**config.mk**
```make
export PLATFORM = sky130hd
export DESIGN_NAME = id_ex_stage_flat
export DESIGN_NICKNAME = d
export VERILOG_FILES = /design/src/rtl/id_ex_pkg.sv /design/src/rtl/id_ex_stage_if.sv /design/src/rtl/hazard_unit.sv /design/src/rtl/id_ex_stage.sv /design/src/flat_wrapper.sv
export SDC_FILE = /design/constraint.sdc
export NUM_CORES = 1
export LEC_CHECK = 0
export ABC_AREA = 1
export CORE_AREA = 2 2 162 164
export CTS_CLUSTER_SIZE = 30
export DETAILED_ROUTE_END_ITERATION = 6
export DIE_AREA = 0 0 164 166
export PLACE_DENSITY = 0.69
export SYNTH_ARGS = -nofsm -noshare
export SYNTH_HDL_FRONTEND = slang
export SYNTH_SLANG_ARGS = --single-unit
```
**constraint.sdc**
```tcl
create_clock -name clk_i -period 1.95 [get_ports clk_i]
set_input_delay 0.4875 -clock clk_i [delete_from_list [all_inputs] [get_ports clk_i]]
set_output_delay 0.4875 -clock clk_i [all_outputs]
set_load 0.02 [all_outputs]
```
**src/rtl/id_ex_pkg.sv**
```systemverilog
// ID/EX shared definitions: control bundle layout,
// special register numbers and ALU op encodings.
package id_ex_pkg;

  localparam int REG_WRITE  = 0;
  localparam int MEM_READ   = 1;
  localparam int MEM_WRITE  = 2;
  localparam int MEM_TO_REG = 3;
  localparam int ALU_SRC    = 4;
  localparam int REG_DST    = 5;
  localparam int BRANCH     = 6;
  localparam int IS_JAL     = 7;
  localparam int ALU_OP_LO  = 8;
  localparam int ALU_OP_HI  = 10;

  localparam int ZERO_REG = 0;
  localparam int LINK_REG = 31;

  typedef enum logic [2:0] {
    ALU_ADD = 3'd0,
    ALU_SUB = 3'd1,
    ALU_AND = 3'd2,
    ALU_OR  = 3'd3,
    ALU_XOR = 3'd4,
    ALU_SLT = 3'd5,
    ALU_SLL = 3'd6,
    ALU_SRL = 3'd7
  } alu_op_e;

  typedef struct packed {
    alu_op_e alu_op;
    logic    is_jal;
    logic    branch;
    logic    reg_dst;
    logic    alu_src;
    logic    mem_to_reg;
    logic    mem_write;
    logic    mem_read;
    logic    reg_write;
  } ctrl_t;

endpackage

```
**src/rtl/id_ex_stage_if.sv**
```systemverilog
// Decode/write-back inputs and EX-slot outputs of the ID/EX stage.
// The stage is the slave; the surrounding pipeline is the master.
interface id_ex_stage_if #(
  parameter int DATA_W = 32,
  parameter int ADDR_W = 5,
  parameter int CTRL_W = 11,
  parameter int CNT_W  = 16
) ();

  logic              id_valid_i;
  logic [DATA_W-1:0] pc_add4_i;
  logic [ADDR_W-1:0] rs_addr_i;
  logic [ADDR_W-1:0] rt_addr_i;
  logic [ADDR_W-1:0] rd_addr_i;
  logic              uses_rt_i;
  logic [DATA_W-1:0] rs_data_i;
  logic [DATA_W-1:0] rt_data_i;
  logic [DATA_W-1:0] imm_i;
  logic [CTRL_W-1:0] ctrl_i;
  logic              wb_reg_write_i;
  logic              wb_is_jal_i;
  logic [ADDR_W-1:0] wb_addr_i;
  logic [DATA_W-1:0] wb_data_i;
  logic [DATA_W-1:0] wb_pc_add4_i;
  logic              flush_i;
  logic              hold_i;

  logic              ex_valid_o;
  logic [CTRL_W-1:0] ex_ctrl_o;
  logic [DATA_W-1:0] ex_pc_add4_o;
  logic [DATA_W-1:0] ex_rs_data_o;
  logic [DATA_W-1:0] ex_rt_data_o;
  logic [DATA_W-1:0] ex_imm_o;
  logic [ADDR_W-1:0] ex_rs_addr_o;
  logic [ADDR_W-1:0] ex_rt_addr_o;
  logic [ADDR_W-1:0] ex_rd_addr_o;
  logic              stall_o;
  logic [CNT_W-1:0]  stall_cnt_o;
  logic [CNT_W-1:0]  flush_cnt_o;

  modport master (
    output id_valid_i, pc_add4_i,
    output rs_addr_i, rt_addr_i, rd_addr_i,
    output uses_rt_i, rs_data_i, rt_data_i,
    output imm_i, ctrl_i,
    output wb_reg_write_i, wb_is_jal_i,
    output wb_addr_i, wb_data_i, wb_pc_add4_i,
    output flush_i, hold_i,
    input  ex_valid_o, ex_ctrl_o, ex_pc_add4_o,
    input  ex_rs_data_o, ex_rt_data_o, ex_imm_o,
    input  ex_rs_addr_o, ex_rt_addr_o, ex_rd_addr_o,
    input  stall_o, stall_cnt_o, flush_cnt_o
  );

  modport slave (
    input  id_valid_i, pc_add4_i,
    input  rs_addr_i, rt_addr_i, rd_addr_i,
    input  uses_rt_i, rs_data_i, rt_data_i,
    input  imm_i, ctrl_i,
    input  wb_reg_write_i, wb_is_jal_i,
    input  wb_addr_i, wb_data_i, wb_pc_add4_i,
    input  flush_i, hold_i,
    output ex_valid_o, ex_ctrl_o, ex_pc_add4_o,
    output ex_rs_data_o, ex_rt_data_o, ex_imm_o,
    output ex_rs_addr_o, ex_rt_addr_o, ex_rd_addr_o,
    output stall_o, stall_cnt_o, flush_cnt_o
  );

endinterface

```
**src/rtl/hazard_unit.sv**
```systemverilog
// Load-use compare between the load sitting in EX
// and the source registers of the decode instruction.
module hazard_unit #(
  parameter int ADDR_W = 5
) (
  input  logic              id_valid_i,
  input  logic              ex_valid_i,
  input  logic              ex_mem_read_i,
  input  logic [ADDR_W-1:0] ex_rt_addr_i,
  input  logic [ADDR_W-1:0] rs_addr_i,
  input  logic [ADDR_W-1:0] rt_addr_i,
  input  logic              uses_rt_i,
  output logic              hz_o
);
  import id_ex_pkg::*;

  logic ld_live;
  logic rs_hit;
  logic rt_hit;

  assign ld_live = id_valid_i & ex_valid_i & ex_mem_read_i
                 & (ex_rt_addr_i != ADDR_W'(ZERO_REG));
  assign rs_hit  = (ex_rt_addr_i == rs_addr_i);
  assign rt_hit  = uses_rt_i & (ex_rt_addr_i == rt_addr_i);
  assign hz_o    = ld_live & (rs_hit | rt_hit);

endmodule

```
**src/rtl/id_ex_stage.sv**
```systemverilog
// ID/EX pipeline register with write-back bypass,
// load-use bubble insertion and saturating stall/flush counters.
module id_ex_stage #(
  parameter int DATA_W   = 32,
  parameter int ADDR_W   = 5,
  parameter int CTRL_W   = 11,
  parameter int CNT_W    = 16,
  parameter int LINK_REG = 31
) (
  input  logic          clk_i,
  input  logic          rst_i,
  id_ex_stage_if.slave  bus
);
  import id_ex_pkg::*;

  logic              ex_valid_q;
  logic [CTRL_W-1:0] ex_ctrl_q;
  logic [DATA_W-1:0] ex_pc_q;
  logic [DATA_W-1:0] ex_rs_q;
  logic [DATA_W-1:0] ex_rt_q;
  logic [DATA_W-1:0] ex_imm_q;
  logic [ADDR_W-1:0] ex_rsa_q;
  logic [ADDR_W-1:0] ex_rta_q;
  logic [ADDR_W-1:0] ex_rda_q;
  logic [CNT_W-1:0]  stall_cnt_q;
  logic [CNT_W-1:0]  flush_cnt_q;

  logic [ADDR_W-1:0] wb_dst;
  logic [DATA_W-1:0] wb_val;
  logic              rs_byp;
  logic              rt_byp;
  logic [DATA_W-1:0] rs_fwd;
  logic [DATA_W-1:0] rt_fwd;
  logic              hz;
  logic              kill;

  // RF write and read in the same cycle miss each other, so bypass here
  assign wb_dst = bus.wb_is_jal_i ? ADDR_W'(LINK_REG)
                                  : bus.wb_addr_i;
  assign wb_val = bus.wb_is_jal_i ? bus.wb_pc_add4_i
                                  : bus.wb_data_i;

  assign rs_byp = bus.wb_reg_write_i
                & (wb_dst == bus.rs_addr_i)
                & (bus.rs_addr_i != ADDR_W'(ZERO_REG));
  assign rt_byp = bus.wb_reg_write_i
                & (wb_dst == bus.rt_addr_i)
                & (bus.rt_addr_i != ADDR_W'(ZERO_REG));

  assign rs_fwd = rs_byp ? wb_val : bus.rs_data_i;
  assign rt_fwd = rt_byp ? wb_val : bus.rt_data_i;

  hazard_unit #(
    .ADDR_W (ADDR_W)
  ) u_hazard (
    .id_valid_i    (bus.id_valid_i),
    .ex_valid_i    (ex_valid_q),
    .ex_mem_read_i (ex_ctrl_q[MEM_READ]),
    .ex_rt_addr_i  (ex_rta_q),
    .rs_addr_i     (bus.rs_addr_i),
    .rt_addr_i     (bus.rt_addr_i),
    .uses_rt_i     (bus.uses_rt_i),
    .hz_o          (hz)
  );

  assign bus.stall_o = hz & ~bus.flush_i & ~bus.hold_i;

  // flush beats hold; a load-use bubble only when not held
  assign kill = bus.flush_i | (~bus.hold_i & hz);

  always_ff @(posedge clk_i) begin
    if (rst_i || kill) begin
      ex_valid_q <= 1'b0;
      ex_ctrl_q  <= '0;
      ex_pc_q    <= '0;
      ex_rs_q    <= '0;
      ex_rt_q    <= '0;
      ex_imm_q   <= '0;
      ex_rsa_q   <= '0;
      ex_rta_q   <= '0;
      ex_rda_q   <= '0;
    end else if (!bus.hold_i) begin
      ex_valid_q <= bus.id_valid_i;
      ex_ctrl_q  <= bus.id_valid_i ? bus.ctrl_i : '0;
      ex_pc_q    <= bus.pc_add4_i;
      ex_rs_q    <= rs_fwd;
      ex_rt_q    <= rt_fwd;
      ex_imm_q   <= bus.imm_i;
      ex_rsa_q   <= bus.rs_addr_i;
      ex_rta_q   <= bus.rt_addr_i;
      ex_rda_q   <= bus.rd_addr_i;
    end
  end

  always_ff @(posedge clk_i) begin
    if (rst_i) begin
      stall_cnt_q <= '0;
      flush_cnt_q <= '0;
    end else if (bus.flush_i) begin
      if (flush_cnt_q != '1)
        flush_cnt_q <= flush_cnt_q + CNT_W'(1);
    end else if (!bus.hold_i && hz) begin
      if (stall_cnt_q != '1)
        stall_cnt_q <= stall_cnt_q + CNT_W'(1);
    end
  end

  assign bus.ex_valid_o   = ex_valid_q;
  assign bus.ex_ctrl_o    = ex_ctrl_q;
  assign bus.ex_pc_add4_o = ex_pc_q;
  assign bus.ex_rs_data_o = ex_rs_q;
  assign bus.ex_rt_data_o = ex_rt_q;
  assign bus.ex_imm_o     = ex_imm_q;
  assign bus.ex_rs_addr_o = ex_rsa_q;
  assign bus.ex_rt_addr_o = ex_rta_q;
  assign bus.ex_rd_addr_o = ex_rda_q;
  assign bus.stall_cnt_o  = stall_cnt_q;
  assign bus.flush_cnt_o  = flush_cnt_q;

endmodule

```
**src/flat_wrapper.sv**
```systemverilog
// flat-port wrapper written by rule: the top's interface ports become plain ports
module id_ex_stage_flat import id_ex_pkg::*;
#(
  parameter int DATA_W   = 32,
  parameter int ADDR_W   = 5,
  parameter int CTRL_W   = 11,
  parameter int CNT_W    = 16,
  parameter int LINK_REG = 31
)
  (clk_i, rst_i, bus_id_valid_i, bus_pc_add4_i, bus_rs_addr_i, bus_rt_addr_i, bus_rd_addr_i, bus_uses_rt_i, bus_rs_data_i, bus_rt_data_i, bus_imm_i, bus_ctrl_i, bus_wb_reg_write_i, bus_wb_is_jal_i, bus_wb_addr_i, bus_wb_data_i, bus_wb_pc_add4_i, bus_flush_i, bus_hold_i, bus_ex_valid_o, bus_ex_ctrl_o, bus_ex_pc_add4_o, bus_ex_rs_data_o, bus_ex_rt_data_o, bus_ex_imm_o, bus_ex_rs_addr_o, bus_ex_rt_addr_o, bus_ex_rd_addr_o, bus_stall_o, bus_stall_cnt_o, bus_flush_cnt_o);
  id_ex_stage_if #(.DATA_W(DATA_W), .ADDR_W(ADDR_W), .CTRL_W(CTRL_W), .CNT_W(CNT_W)) bus_i ();
  input  logic clk_i;
  input  logic rst_i;
  input wire logic [$bits(bus_i.id_valid_i)-1:0] bus_id_valid_i;
  input wire logic [$bits(bus_i.pc_add4_i)-1:0] bus_pc_add4_i;
  input wire logic [$bits(bus_i.rs_addr_i)-1:0] bus_rs_addr_i;
  input wire logic [$bits(bus_i.rt_addr_i)-1:0] bus_rt_addr_i;
  input wire logic [$bits(bus_i.rd_addr_i)-1:0] bus_rd_addr_i;
  input wire logic [$bits(bus_i.uses_rt_i)-1:0] bus_uses_rt_i;
  input wire logic [$bits(bus_i.rs_data_i)-1:0] bus_rs_data_i;
  input wire logic [$bits(bus_i.rt_data_i)-1:0] bus_rt_data_i;
  input wire logic [$bits(bus_i.imm_i)-1:0] bus_imm_i;
  input wire logic [$bits(bus_i.ctrl_i)-1:0] bus_ctrl_i;
  input wire logic [$bits(bus_i.wb_reg_write_i)-1:0] bus_wb_reg_write_i;
  input wire logic [$bits(bus_i.wb_is_jal_i)-1:0] bus_wb_is_jal_i;
  input wire logic [$bits(bus_i.wb_addr_i)-1:0] bus_wb_addr_i;
  input wire logic [$bits(bus_i.wb_data_i)-1:0] bus_wb_data_i;
  input wire logic [$bits(bus_i.wb_pc_add4_i)-1:0] bus_wb_pc_add4_i;
  input wire logic [$bits(bus_i.flush_i)-1:0] bus_flush_i;
  input wire logic [$bits(bus_i.hold_i)-1:0] bus_hold_i;
  output wire logic [$bits(bus_i.ex_valid_o)-1:0] bus_ex_valid_o;
  output wire logic [$bits(bus_i.ex_ctrl_o)-1:0] bus_ex_ctrl_o;
  output wire logic [$bits(bus_i.ex_pc_add4_o)-1:0] bus_ex_pc_add4_o;
  output wire logic [$bits(bus_i.ex_rs_data_o)-1:0] bus_ex_rs_data_o;
  output wire logic [$bits(bus_i.ex_rt_data_o)-1:0] bus_ex_rt_data_o;
  output wire logic [$bits(bus_i.ex_imm_o)-1:0] bus_ex_imm_o;
  output wire logic [$bits(bus_i.ex_rs_addr_o)-1:0] bus_ex_rs_addr_o;
  output wire logic [$bits(bus_i.ex_rt_addr_o)-1:0] bus_ex_rt_addr_o;
  output wire logic [$bits(bus_i.ex_rd_addr_o)-1:0] bus_ex_rd_addr_o;
  output wire logic [$bits(bus_i.stall_o)-1:0] bus_stall_o;
  output wire logic [$bits(bus_i.stall_cnt_o)-1:0] bus_stall_cnt_o;
  output wire logic [$bits(bus_i.flush_cnt_o)-1:0] bus_flush_cnt_o;
  assign bus_i.id_valid_i = bus_id_valid_i;
  assign bus_i.pc_add4_i = bus_pc_add4_i;
  assign bus_i.rs_addr_i = bus_rs_addr_i;
  assign bus_i.rt_addr_i = bus_rt_addr_i;
  assign bus_i.rd_addr_i = bus_rd_addr_i;
  assign bus_i.uses_rt_i = bus_uses_rt_i;
  assign bus_i.rs_data_i = bus_rs_data_i;
  assign bus_i.rt_data_i = bus_rt_data_i;
  assign bus_i.imm_i = bus_imm_i;
  assign bus_i.ctrl_i = bus_ctrl_i;
  assign bus_i.wb_reg_write_i = bus_wb_reg_write_i;
  assign bus_i.wb_is_jal_i = bus_wb_is_jal_i;
  assign bus_i.wb_addr_i = bus_wb_addr_i;
  assign bus_i.wb_data_i = bus_wb_data_i;
  assign bus_i.wb_pc_add4_i = bus_wb_pc_add4_i;
  assign bus_i.flush_i = bus_flush_i;
  assign bus_i.hold_i = bus_hold_i;
  assign bus_ex_valid_o = bus_i.ex_valid_o;
  assign bus_ex_ctrl_o = bus_i.ex_ctrl_o;
  assign bus_ex_pc_add4_o = bus_i.ex_pc_add4_o;
  assign bus_ex_rs_data_o = bus_i.ex_rs_data_o;
  assign bus_ex_rt_data_o = bus_i.ex_rt_data_o;
  assign bus_ex_imm_o = bus_i.ex_imm_o;
  assign bus_ex_rs_addr_o = bus_i.ex_rs_addr_o;
  assign bus_ex_rt_addr_o = bus_i.ex_rt_addr_o;
  assign bus_ex_rd_addr_o = bus_i.ex_rd_addr_o;
  assign bus_stall_o = bus_i.stall_o;
  assign bus_stall_cnt_o = bus_i.stall_cnt_o;
  assign bus_flush_cnt_o = bus_i.flush_cnt_o;
  id_ex_stage #(.DATA_W(DATA_W), .ADDR_W(ADDR_W), .CTRL_W(CTRL_W), .CNT_W(CNT_W), .LINK_REG(LINK_REG)) u_core (.clk_i(clk_i), .rst_i(rst_i), .bus(bus_i));
endmodule
```
==> reports/qor.yml <==
run_status:
  status: "finished with violations"
  failed_checks: "negative setup slack"
synthesis:
  synth-edff-count: 0
  ys_warn_count: 0
  post_synth_instance_area_um2: 9460
  syn_nets: 1591
  synth_cell_type_count: 31
  seq_area_frac_synth_pct: 39.6
  postSynth.topFlopCell: "sky130_fd_sc_hd__dfxtp_1"
  synth_instances: 1358
  postSynthAreaPerCell_um2: 6.97
  number_of_register_bits_inferred_by_synthesis: 187
  ys_async_sr_fraction_pct: 0
cts:
  clock_sink_count: 187
  cts.htree.levels: 4
  worst_skew_pair.late_latency_ns: 0.44
  clock_tree_from_tritoncts: "yes"
  cts_made_buffers: 17
  cts.hold.buffers_added: 0
  cts.clk_slew.worst_paths_ns: 0.08
  cts_root_buffer: "sky130_fd_sc_hd__clkbuf_16"
  clk_path_buf_depth: 2
routing:
  vias: 10700
  firstDrtPassIters: 5
  totalWireLength_mm: 36.6
  drc_errors: 0
  route.detailed.wl_per_inst_um: 17.1
  postRouteAntennaNets: 0
  route.detailed.vias_per_inst: 4.97
  detail_route.iter0.violations: 713
timing:
  finalSetupViolations: 1
  slew_viol_final: 0
  minimum_setup_slack_in_the_final_design_ns: -0.182
  layout_worst_path_cycle_share_pct: 109
  tightestPinTransition_ns: 0.788
  final_period_minus_worst_setup_slack_ns: 2.13
  finalHoldViolCount: 0
  unrepaired_setup_endpoints_after_global_routing: "yes"
  max_slew_margin_pct: 47.5
  finClkSkew_ns: 0.0169
  timing.fmax_mhz: 469
place:
  place_worst_setup_slack_ns: -0.945
  detailed_place_hpwl_mm: 26.2
  finalWeightedCongestion: 0.966
  io_buffers: 418
worst_setup_path:
  setup.reg_to_reg.worst_slack_ns: 0.09
  rr_startpoint: "u_core.bus.ex_rt_addr_o[3]"
  regToRegEndpoint: "u_core.bus.ex_pc_add4_o[27]"
  cp_data_arrival_time_ns: 1.64
  cp.required_ns: 1.46
  crit_path_end_kind: "output port"
  crit_fanout: 3
  timing.setup.critical_path_class: "register to output port"
  crit_path_start_kind: "register"
  r2r.worst_path.cells: 12
finish:
  register_area_um2: 3750
  design.final.nets: 2026
  share_of_post_route_cells_with_drive_strength_above_1_pct: 13.6
  mostFrequentLayoutCell: "sky130_fd_sc_hd__nand2_1"
  fillers: 2378
  multi_input_area_um2: 5040
  area.growth.synth_to_final_pct: 60.4
  most-common-layout-cells: "sky130_fd_sc_hd__nand2_1 (403), sky130_fd_sc_hd__clkdlybuf4s50_1 (334), sky130_fd_sc_hd__dfxtp_1 (182)"
floorplan:
  floorplan.core_area_um2: 25600
  floorplan.die.height_um: 166
  ioPinCount: 419
  start_util_pct: 36.9
  chipWidth_um: 164
  design.die.area_um2: 27200
  placement_row_count: 59
flow_run:
  cap_viol_max_count: 0
min_path:
  holdPathStages: 2
  hold_end: "u_core.bus.ex_imm_o[24]"
  hold_path_class: "register to register"
  min-delay-start: "u_core.bus.ex_imm_o[24]"
global_routing:
  grt_use_total_pct: 26.5
  global_route.overflow_total: 0
  grt_pass1_vias: 10200
  initial_antenna_violation_count: 6
  grt_max_degree: 81
  grt_pass1_wl_mm: 56.4
power:
  design_power_total_mw: 9.41
  powerDensity_nw_per_um2: 620
  ir_worst_vdd_uv: 474
  power_leakage_nw: 6.89
-- report_power, final --
part	leakage (nW)	internal, mW	switching [mW]
Clock	0.285	1.74	1.85
Combinational	5.08	0.957	0.869
Sequential	1.53	3.93	0.0647
-- synth_stat cells, types with 10 or more instances --
| cell type | instances | area share (%) |
|---|---|---|
| sky130_fd_sc_hd__xor2_1 | 10 | 0.93 |
| sky130_fd_sc_hd__o21bai_2 | 20 | 2.4 |
| sky130_fd_sc_hd__dfxtp_1 | 187 | 40 |
| sky130_fd_sc_hd__or2_2 | 64 | 4.2 |
| sky130_fd_sc_hd__nand3_1 | 116 | 6.1 |
| sky130_fd_sc_hd__buf_4 | 11 | 0.87 |
| sky130_fd_sc_hd__inv_1 | 73 | 2.9 |
| sky130_fd_sc_hd__a21oi_1 | 167 | 8.8 |
| sky130_fd_sc_hd__a22oi_1 | 11 | 0.87 |
| sky130_fd_sc_hd__nand4_1 | 26 | 1.7 |
| sky130_fd_sc_hd__mux2i_1 | 32 | 3.4 |
| sky130_fd_sc_hd__clkbuf_1 | 46 | 1.8 |
| sky130_fd_sc_hd__buf_2 | 29 | 1.5 |
| sky130_fd_sc_hd__nor2_1 | 93 | 3.7 |
| sky130_fd_sc_hd__o21bai_1 | 12 | 0.95 |
| sky130_fd_sc_hd__nand2_1 | 407 | 16 |
-- per-layer routing --
layer	global-route usage [%]	share of wire [%]	wire length [µm]	up-vias
met3	6.59	7.1	2610	81
li1	-	-	-	5295
met4	13.6	4.3	1560	0
met2	42.5	47	17200	407
met5	0	0	0	-
met1	32.9	42	15200	4893
-- final cells by class --
type,instances,area share [%]
clock buffers,17,2.80
flip-flops and latches,187,24.7
clock inverters,15,1.13
well taps,335,2.76
multi-input cells,1003,33.2
diodes,6,0.0989
repair buffers,506,33.3
inverters,78,1.95
-- cell families after synthesis --
family	count (synthesis)	synth area share, %
and+or+nand+nor	733	34.0
AOI/OAI and AO/OA	222	13.7
DFF	187	39.6
buffers and inverters	168	7.80
muxes	32	3.38
xor gates and xnor gates	14	1.30
adders and majority gates	2	0.264
-- per-stage QoR --
stage / TNS, ns / hold slack [ns] / instances / instance area, µm² / utilization (%)
3_5_place_dp: -126.10 / 0.454 / 2100 / 14300 / 56.0
5_1_grt: -0.274 / 0.480 / 2147 / 15200 / 59.3
4_1_cts: -0.219 / 0.464 / 2137 / 15000 / 58.7
3_3_place_gp: -123.49 / 0.443 / 2100 / 14300 / 56.0
2_1_floorplan: 0 / 0.521 / 1358 / 9470 / -
6_report: -0.182 / 0.461 / 2147 / 15200 / 59.3
-- registers in the layout, indices dropped and copies added, names as in the netlist --
name	flops
u_core.bus.ex_pc_add4_o	32
u_core.bus.ex_rs_data_o	32
u_core.bus.ex_imm_o	32
u_core.bus.flush_cnt_o	16
u_core.bus.ex_valid_o	1
u_core.bus.ex_rs_addr_o	5
u_core.bus.ex_rt_data_o	32
u_core.bus.ex_ctrl_o	11
u_core.bus.ex_rd_addr_o	5
u_core.bus.ex_rt_addr_o	5
u_core.bus.stall_cnt_o	16
-- worst max-delay path: stages (launching register included) --
cell,delay [ns]
sky130_fd_sc_hd__dfxtp_4,0.36
sky130_fd_sc_hd__buf_6,0.12
sky130_fd_sc_hd__nand2_1,0.05
sky130_fd_sc_hd__nand2_1,0.04
sky130_fd_sc_hd__nor2_1,0.08
sky130_fd_sc_hd__nand3_1,0.13
sky130_fd_sc_hd__nand2_4,0.13
sky130_fd_sc_hd__nand2_4,0.06
sky130_fd_sc_hd__nor2_4,0.10
sky130_fd_sc_hd__buf_6,0.13
-- repair_timing --
action | 4_1_cts | 5_1_grt
pin swaps | 9 | 9
gates cloned | 3 | 1
setup buffers | 2 | 3
gates resized for setup | 88 | 31
setup endpoints to repair | 220 | 106
-- how the worst max path moves through the flow --
stage / slack (ns) / from / depth (start not counted) / endpoint
finish: -0.18 / u_core.bus.ex_rt_addr_o[3] / 9 / bus_stall_o
global route: -0.27 / u_core.bus.ex_rt_addr_o[4] / 9 / bus_stall_o
CTS: -0.22 / u_core.bus.ex_rt_addr_o[2] / 9 / bus_stall_o
detailed placement: -0.94 / bus_rt_addr_i[2] / 10 / bus_stall_o
global placement: -0.95 / bus_rs_addr_i[0] / 10 / bus_stall_o
floorplan: 0.05 / u_core.bus.ex_rt_addr_o[3] / 9 / bus_stall_o
Note: power is estimated with default switching activity, not from simulation.
